[src/rtl/buffer_reader_tx.sv]
// ============================================================================
//  buffer_reader_tx
//  Pops one word from an upstream buffer and sends it as a UART-style frame.
//  Revision: 1.0
// ============================================================================
`default_nettype none
`timescale 1ns/1ps

module buffer_reader_tx #(
  parameter int DATA_W       = 9,
  parameter int CLKS_PER_BIT = 4
) (
  input  logic              clk,
  input  logic              rst,
  input  logic              en,
  input  logic [DATA_W-1:0] data_out,
  input  logic              data_out_valid,
  output logic              data_out_read,
  output logic              tx,
  output logic              busy,
  output logic [15:0]       word_cnt
);

  localparam int BAUD_W = (CLKS_PER_BIT > 1) ? $clog2(CLKS_PER_BIT) : 1;
  localparam int BIT_W  = (DATA_W > 1) ? $clog2(DATA_W) : 1;
  localparam logic [BAUD_W-1:0] BAUD_LAST = BAUD_W'(CLKS_PER_BIT - 1);
  localparam logic [BIT_W-1:0]  BIT_LAST  = BIT_W'(DATA_W - 1);

  typedef enum logic [2:0] {
    S_IDLE  = 3'd0,
    S_READ  = 3'd1,
    S_START = 3'd2,
    S_DATA  = 3'd3,
    S_STOP  = 3'd4
  } state_t;

  state_t             state_q, state_d;
  logic [BAUD_W-1:0]  baud_q, baud_d;
  logic [BIT_W-1:0]   bit_q, bit_d;
  logic [DATA_W-1:0]  shift_q, shift_d;
  logic [15:0]        cnt_q, cnt_d;
  logic               tx_q, tx_d;
  logic               read_q, read_d;
  logic               baud_last;

  always_ff @(posedge clk or negedge rst) begin
    if (!rst) begin
      state_q <= S_IDLE;
      baud_q  <= '0;
      bit_q   <= '0;
      shift_q <= '0;
      cnt_q   <= '0;
      tx_q    <= 1'b1;
      read_q  <= 1'b0;
    end else begin
      state_q <= state_d;
      baud_q  <= baud_d;
      bit_q   <= bit_d;
      shift_q <= shift_d;
      cnt_q   <= cnt_d;
      tx_q    <= tx_d;
      read_q  <= read_d;
    end
  end

  always_comb begin
    state_d   = state_q;
    baud_d    = baud_q;
    bit_d     = bit_q;
    shift_d   = shift_q;
    cnt_d     = cnt_q;
    baud_last = (baud_q == BAUD_LAST);

    case (state_q)
      S_IDLE: begin
        if (en && data_out_valid) state_d = S_READ;
      end
      S_READ: begin
        // The word is taken on the same edge the strobe is retired.
        if (data_out_valid) begin
          state_d = S_START;
          shift_d = data_out;
          baud_d  = '0;
        end else begin
          state_d = S_IDLE;
        end
      end
      S_START: begin
        if (baud_last) begin
          state_d = S_DATA;
          baud_d  = '0;
          bit_d   = '0;
        end else begin
          baud_d = baud_q + 1'b1;
        end
      end
      S_DATA: begin
        if (baud_last) begin
          baud_d = '0;
          if (bit_q == BIT_LAST) begin
            state_d = S_STOP;
          end else begin
            bit_d   = bit_q + 1'b1;
            shift_d = shift_q >> 1;
          end
        end else begin
          baud_d = baud_q + 1'b1;
        end
      end
      S_STOP: begin
        if (baud_last) begin
          state_d = S_IDLE;
          baud_d  = '0;
          cnt_d   = cnt_q + 16'd1;
        end else begin
          baud_d = baud_q + 1'b1;
        end
      end
      default: state_d = S_IDLE;
    endcase

    // Line level and strobe follow the next state so both leave a flop.
    read_d = (state_d == S_READ);
    case (state_d)
      S_START: tx_d = 1'b0;
      S_DATA:  tx_d = shift_d[0];
      default: tx_d = 1'b1;
    endcase
  end

  assign data_out_read = read_q;
  assign tx            = tx_q;
  assign busy          = (state_q != S_IDLE);
  assign word_cnt      = cnt_q;

endmodule

`default_nettype wire
[config.mk]
export PLATFORM = sky130hd
export DESIGN_NAME = buffer_reader_tx
export DESIGN_NICKNAME = d
export VERILOG_FILES = /design/src/rtl/buffer_reader_tx.sv
export SDC_FILE = /design/constraint.sdc
export NUM_CORES = 1
export LEC_CHECK = 0
export ABC_AREA = 1
export CAP_MARGIN = 20
export CORE_ASPECT_RATIO = 0.6
export CORE_MARGIN = 2
export CORE_UTILIZATION = 52
export CTS_CLUSTER_SIZE = 16
export DETAILED_ROUTE_END_ITERATION = 10
export MAX_ROUTING_LAYER = met4
export PLACE_DENSITY = 0.83
export SLEW_MARGIN = 20
export SYNTH_ARGS = -nofsm -noshare
export SYNTH_HDL_FRONTEND = slang
export SYNTH_SLANG_ARGS = --single-unit
export TNS_END_PERCENT = 20
[constraint.sdc]
create_clock -name clk -period 1.8 [get_ports clk]
set_input_delay 0.36 -clock clk [delete_from_list [all_inputs] [get_ports clk]]
set_output_delay 0.36 -clock clk [all_outputs]
set_load 0.05 [all_outputs]
**Word level (Yosys, flattened, before mapping)**

Cells that the tools add are included.

- Flip-flop bits (word level): 36
- Input port bits: 13
- Output and inout bits: 19
- Word-level logic and storage cells: 54

- $add $sub $neg: 3
- Equal/unequal tests: 13
- Mux-type cells: 19
- Reduce and logical (&&, ||, !) cells: 11

Operators by type and width:

| operator | count |
|---|---|
| 9-bit two-way mux | 3 |
| 9-bit one-hot mux with 2 select lines | 1 |
| 16-bit by 1-bit adder with 16-bit output, second input constant | 1 |
| 3-bit two-way mux | 5 |
| 3-bit one-hot mux with 5 select lines | 1 |
| 3-bit by 2-bit == test with 1-bit output, second input constant | 4 |
| 4-bit two-way mux | 3 |
| 2-bit inequality test, second input constant | 4 |
| 4-bit one-hot mux with 2 select lines | 1 |
| 4-bit AND reduction | 2 |
| 3-bit by 1-bit == test with 1-bit output, second input constant | 2 |
| 2-bit two-way mux | 3 |
| 2-bit nonzero test | 3 |
| 4-bit by 1-bit adder with 4-bit output, second input constant | 1 |
| 4-bit == test, second input constant | 1 |
| 2-bit one-hot mux with 2 select lines | 1 |
| 2-bit AND reduction | 2 |
| 3-bit == test, second input constant | 1 |
| 3-bit logical NOT | 1 |
| 3-bit nonzero test | 1 |
| 3-bit OR reduction | 1 |
| 2-bit by 1-bit adder with 2-bit output, second input constant | 1 |
| 2-bit == test, second input constant | 1 |
| 1-bit one-hot mux with 2 select lines | 1 |
| 1-bit logical AND | 1 |

**Depth between registers and ports, before layout**

- Word-level depth: 6
- Mapped depth: 11
- Depth with buffers taken out: 11

**Worst setup path before layout**

No wires, ideal clock.

- Kind: flip-flop to flip-flop
- Start point: reg cnt_q[1] (netlist: word_cnt[1])
- End point: reg cnt_q[10] (netlist: word_cnt[10])
- Library setup time: 123 ps
- Arrival time: 1540 ps
- Data required time: 1677 ps
- Path slack: 137 ps
- Cell stages (with the launch flop): 6
- Buffers on the path: 0
- Period minus slack after synthesis: 1663 ps
- Cells stage by stage: dfrtp_1 ha_1 nand3_1 nor3_1 nand2_1 xor2_1

- Word-level cells in the longest chain between the ends: 1

RTL lines:

| item | RTL line | RTL |
|---|---|---|
| start, declared | 41 | `logic [15:0] cnt_q, cnt_d;` |
| start signal, assigned | 60 | `cnt_q <= cnt_d;` |
| 16-bit by 1-bit adder with 16-bit output | 114 | `cnt_d = cnt_q + 16'd1;` |

Every way passes these cells.
A chain may end at the register's enable or synchronous reset.

**Worst setup path in the final report**

- Start point: reg state_q[2]
- End point: out busy

- Word-level cells in the longest chain between the ends: 1

RTL lines:

| item | RTL line | RTL |
|---|---|---|
| start, declared | 37 | `state_t state_q, state_d;` |
| start signal, assigned | 56 | `state_q <= state_d;` |
| 3-bit nonzero test | 133 | `assign busy = (state_q != S_IDLE);` |
| end, declared | 20 | `output logic busy,` |

Every way passes these cells.

==> results.cfg <==
[clock_tree]
cts-buffers-inserted = 5
cts_hold_buffers = 0
max-clock-path-buffers = 2
cts-resized-gates = 0
ctsHtreeMaxLevel = 2
tritoncts = done
cts_num_sinks = 36
post_cts_repair_timing_setup_buffer_count = 0
cts-root-buf = sky130_fd_sc_hd__clkbuf_8
clock_transition_at_the_registers_of_the_reported_paths_ns = 0.07
clkLatencyLatePin_ns = 0.29

[critical_path]
worstSetupEndpointType = output port
worstRegToRegCells = 10
cpMaxStageDelayCell = sky130_fd_sc_hd__dfrtp_2
critical-path-top-cell-by-count = sky130_fd_sc_hd__inv_1
cp_cell_sequence = nor2_2, inv_1, nor2_1, inv_1, buf_4
critical_path_required_ns = 1.44
timing.critical_path.from_type = register
worst-r2r-setup-slack_ns = 0.27
critical-path-max-stage-delay_ns = 0.45
timing_worst_setup_path_type = reg2out
worst-endpoint-arrival_ns = 1.32
path_max_fanout = 4

[global_route]
global_route_wire_length_before_repair_um = 6510
groute.usage.overall_pct = 21.9
antenna_found_initial = 0
grt_remaining_overflow = 0
grt_start_max_net_pins = 37
first_global_vias = 1401

[power]
totalPowerFinal_w = 0.00240
power.density_nw_per_um2 = 1050
irDropWorstVdd_mv = 0.775
power.leakage_nw = 1.15

[sta]
timing.setup.tns_ns = 0
period_minus_slack_ns = 1.68
relSlewSlack_pct = 70.5
timing.clock.skew_ns = 0.00671
whs_ns = 0.476
final_min_period_over_clock_period_pct = 93.2
setup_viol = 0
final_critical_path_setup_slack_ns = 0.122
final_hold_viol_count = 0
timing_limited_maximum_frequency_ghz = 0.596
timing.final.max_slew_violations = 0
worst-slew-pin-transition_ns = 0.442
rsz_0062_raised_after_global_routing = no

[place]
place.gp.congestion = 0.878
placedInstanceArea_um2 = 2180
post-place-ws_ns = 0.207
portBuffers = 31
detailed_place_hpwl_um = 2890

[finish]
design.final.nets = 283
area.growth.synth_to_final_pct = 23.3
antennaDiodeCount = 0
post-route-cell-area_um2 = 2290
drive_gt1_share_pct = 18.0

[yosys]
synth-seq-cells = 36
syn-cell-area_um2 = 1860
net_count_after_synthesis = 244
synth.yosys.seq_area_share_pct = 48.5
yosysWarningCount = 0
netlist-cell-type-count = 24
syn-instance-count = 227
post_synth.cell_area_avg_um2 = 8.20

[run_status]
outcome = complete, no violations

[floorplanning]
row_count = 16
die_h_um = 50.4
dieWidth_um = 81.3
num_io_pins = 32
starting_density_of_the_core_pct = 55.7
fp.dieArea_um2 = 4090
core-area_um2 = 3340

[route]
totalWireLength_um = 3810
drt_iter0_markers = 90
drt.antenna.violating_nets = 0
viasPerCell = 5.14
detail_route.drc_violations = 0
routed-via-count = 1605
drt_pre_antenna_iters = 6
wl_per_cell_um = 12.2

[worst_hold_path]
worst_min_delay_path_category = in2async

[job]
cap_viol_max_count = 0
## report_power, final
group | switching (W) | internal, W | leakage [nW] | total (W)
combinational | 0.000421 | 0.000227 | 0.617 | 0.000648
clock | 0.000292 | 0.000411 | 0.0552 | 0.000703
sequential | 0.000102 | 0.000947 | 0.475 | 0.00105
## final timing paths
check,from,to
max,state_q[2]$_DFF_PN0_,busy
min,rst,word_cnt[0]$_DFFE_PN0P_
max reg2reg,bit_q[0]$_DFFE_PN0P_,bit_q[2]$_DFFE_PN0P_
min reg2reg,shift_q[0]$_DFF_PN0_,shift_q[0]$_DFF_PN0_
max in group asynchronous,rst,tx$_DFF_PN1_
min in group clk,shift_q[0]$_DFF_PN0_,shift_q[0]$_DFF_PN0_
## routing by layer
metal	part of all wire, %	global-route usage (%)
met4	1.5	9.04
met5	0	-
met1	49	33.3
met2	42	27.7
met3	7.1	5.04
## stage by stage
stage | util, % | cells
6_report | 68.6 | 312
5_1_grt | 68.6 | 312
4_1_cts | 68.6 | 312
3_5_place_dp | 65.3 | 304
3_3_place_gp | 65.3 | 304
2_1_floorplan | - | 227
## cell usage in the layout (no fill, tap or decap), types with 3 or more instances in the layout
| cell type | netlist | routed |
|---|---|---|
| sky130_fd_sc_hd__nor2_1 | 16 | 16 |
| sky130_fd_sc_hd__nor2_2 | 3 | 3 |
| sky130_fd_sc_hd__clkbuf_8 | 0 | 5 |
| sky130_fd_sc_hd__o21ai_0 | 9 | 9 |
| sky130_fd_sc_hd__clkdlybuf4s50_1 | 0 | 12 |
| sky130_fd_sc_hd__nor2_4 | 4 | 4 |
| sky130_fd_sc_hd__ha_1 | 4 | 4 |
| sky130_fd_sc_hd__nand2_1 | 74 | 74 |
| sky130_fd_sc_hd__buf_4 | 1 | 22 |
| sky130_fd_sc_hd__dfrtp_1 | 35 | 33 |
| sky130_fd_sc_hd__nand4_1 | 5 | 5 |
| sky130_fd_sc_hd__xor2_1 | 8 | 8 |
| sky130_fd_sc_hd__xnor2_1 | 3 | 3 |
| sky130_fd_sc_hd__inv_1 | 26 | 26 |
| sky130_fd_sc_hd__nor3_1 | 3 | 3 |
| sky130_fd_sc_hd__nand3_1 | 22 | 22 |
## worst max-delay path, delay by kind of cell (launching register included)
family	cells	cell delay, ns
flip-flops	1	0.45
buffers and inverters	3	0.30
AND/OR/NAND/NOR	2	0.28
## layout make-up
class	count	area, µm²
fillers	265	1050
well taps	45	56.3
flip-flops and latches	36	905
repair buffers	34	285
clock inverters	2	35.0
inverters	29	110
clock buffers	6	72.6
multi-input cells	160	831
## sequential cells by signal (all words and copies together), names as in the netlist
| signal | flops |
|---|---|
| baud_q | 2 |
| bit_q | 4 |
| data_out_read | 1 |
| shift_q | 9 |
| state_q | 3 |
| tx | 1 |
| word_cnt | 16 |
## cell usage after synthesis
library cell	number	share of area, %
sky130_fd_sc_hd__dfrtp_1	35	47
sky130_fd_sc_hd__nand3_2	2	1.1
sky130_fd_sc_hd__nor2_4	4	2.4
sky130_fd_sc_hd__nand3_4	1	0.94
sky130_fd_sc_hd__xnor2_1	3	1.4
sky130_fd_sc_hd__nor3_1	3	0.81
sky130_fd_sc_hd__a21oi_2	1	0.47
sky130_fd_sc_hd__nand3_1	22	5.9
sky130_fd_sc_hd__xor2_1	8	3.8
sky130_fd_sc_hd__nand3b_1	1	0.40
sky130_fd_sc_hd__buf_6	1	0.60
sky130_fd_sc_hd__dfstp_2	1	1.4
sky130_fd_sc_hd__o21ai_0	9	2.4
sky130_fd_sc_hd__nand2_1	74	15
sky130_fd_sc_hd__nand4_1	5	1.7
sky130_fd_sc_hd__o31ai_1	2	0.81
sky130_fd_sc_hd__ha_1	4	2.7
sky130_fd_sc_hd__nor2_1	16	3.2
sky130_fd_sc_hd__inv_2	2	0.40
sky130_fd_sc_hd__nor2_2	3	1.0
sky130_fd_sc_hd__buf_4	1	0.40
sky130_fd_sc_hd__inv_1	26	5.2
sky130_fd_sc_hd__nand2_2	2	0.67
sky130_fd_sc_hd__clkinv_2	1	0.27
## cell families (layout without fill, tap and decap cells)
group	count (synthesis)	in the layout	synth area share (%)
adder cells (fa/ha/maj)	4	4	2.69
AND/OR/NAND/NOR	133	133	33.1
AO/OA/AOI/OAI	12	12	3.70
flip-flops	36	36	48.5
buffers and inverters	31	71	6.92
XOR/XNOR	11	11	5.18
(Power assumes the default switching activity.)
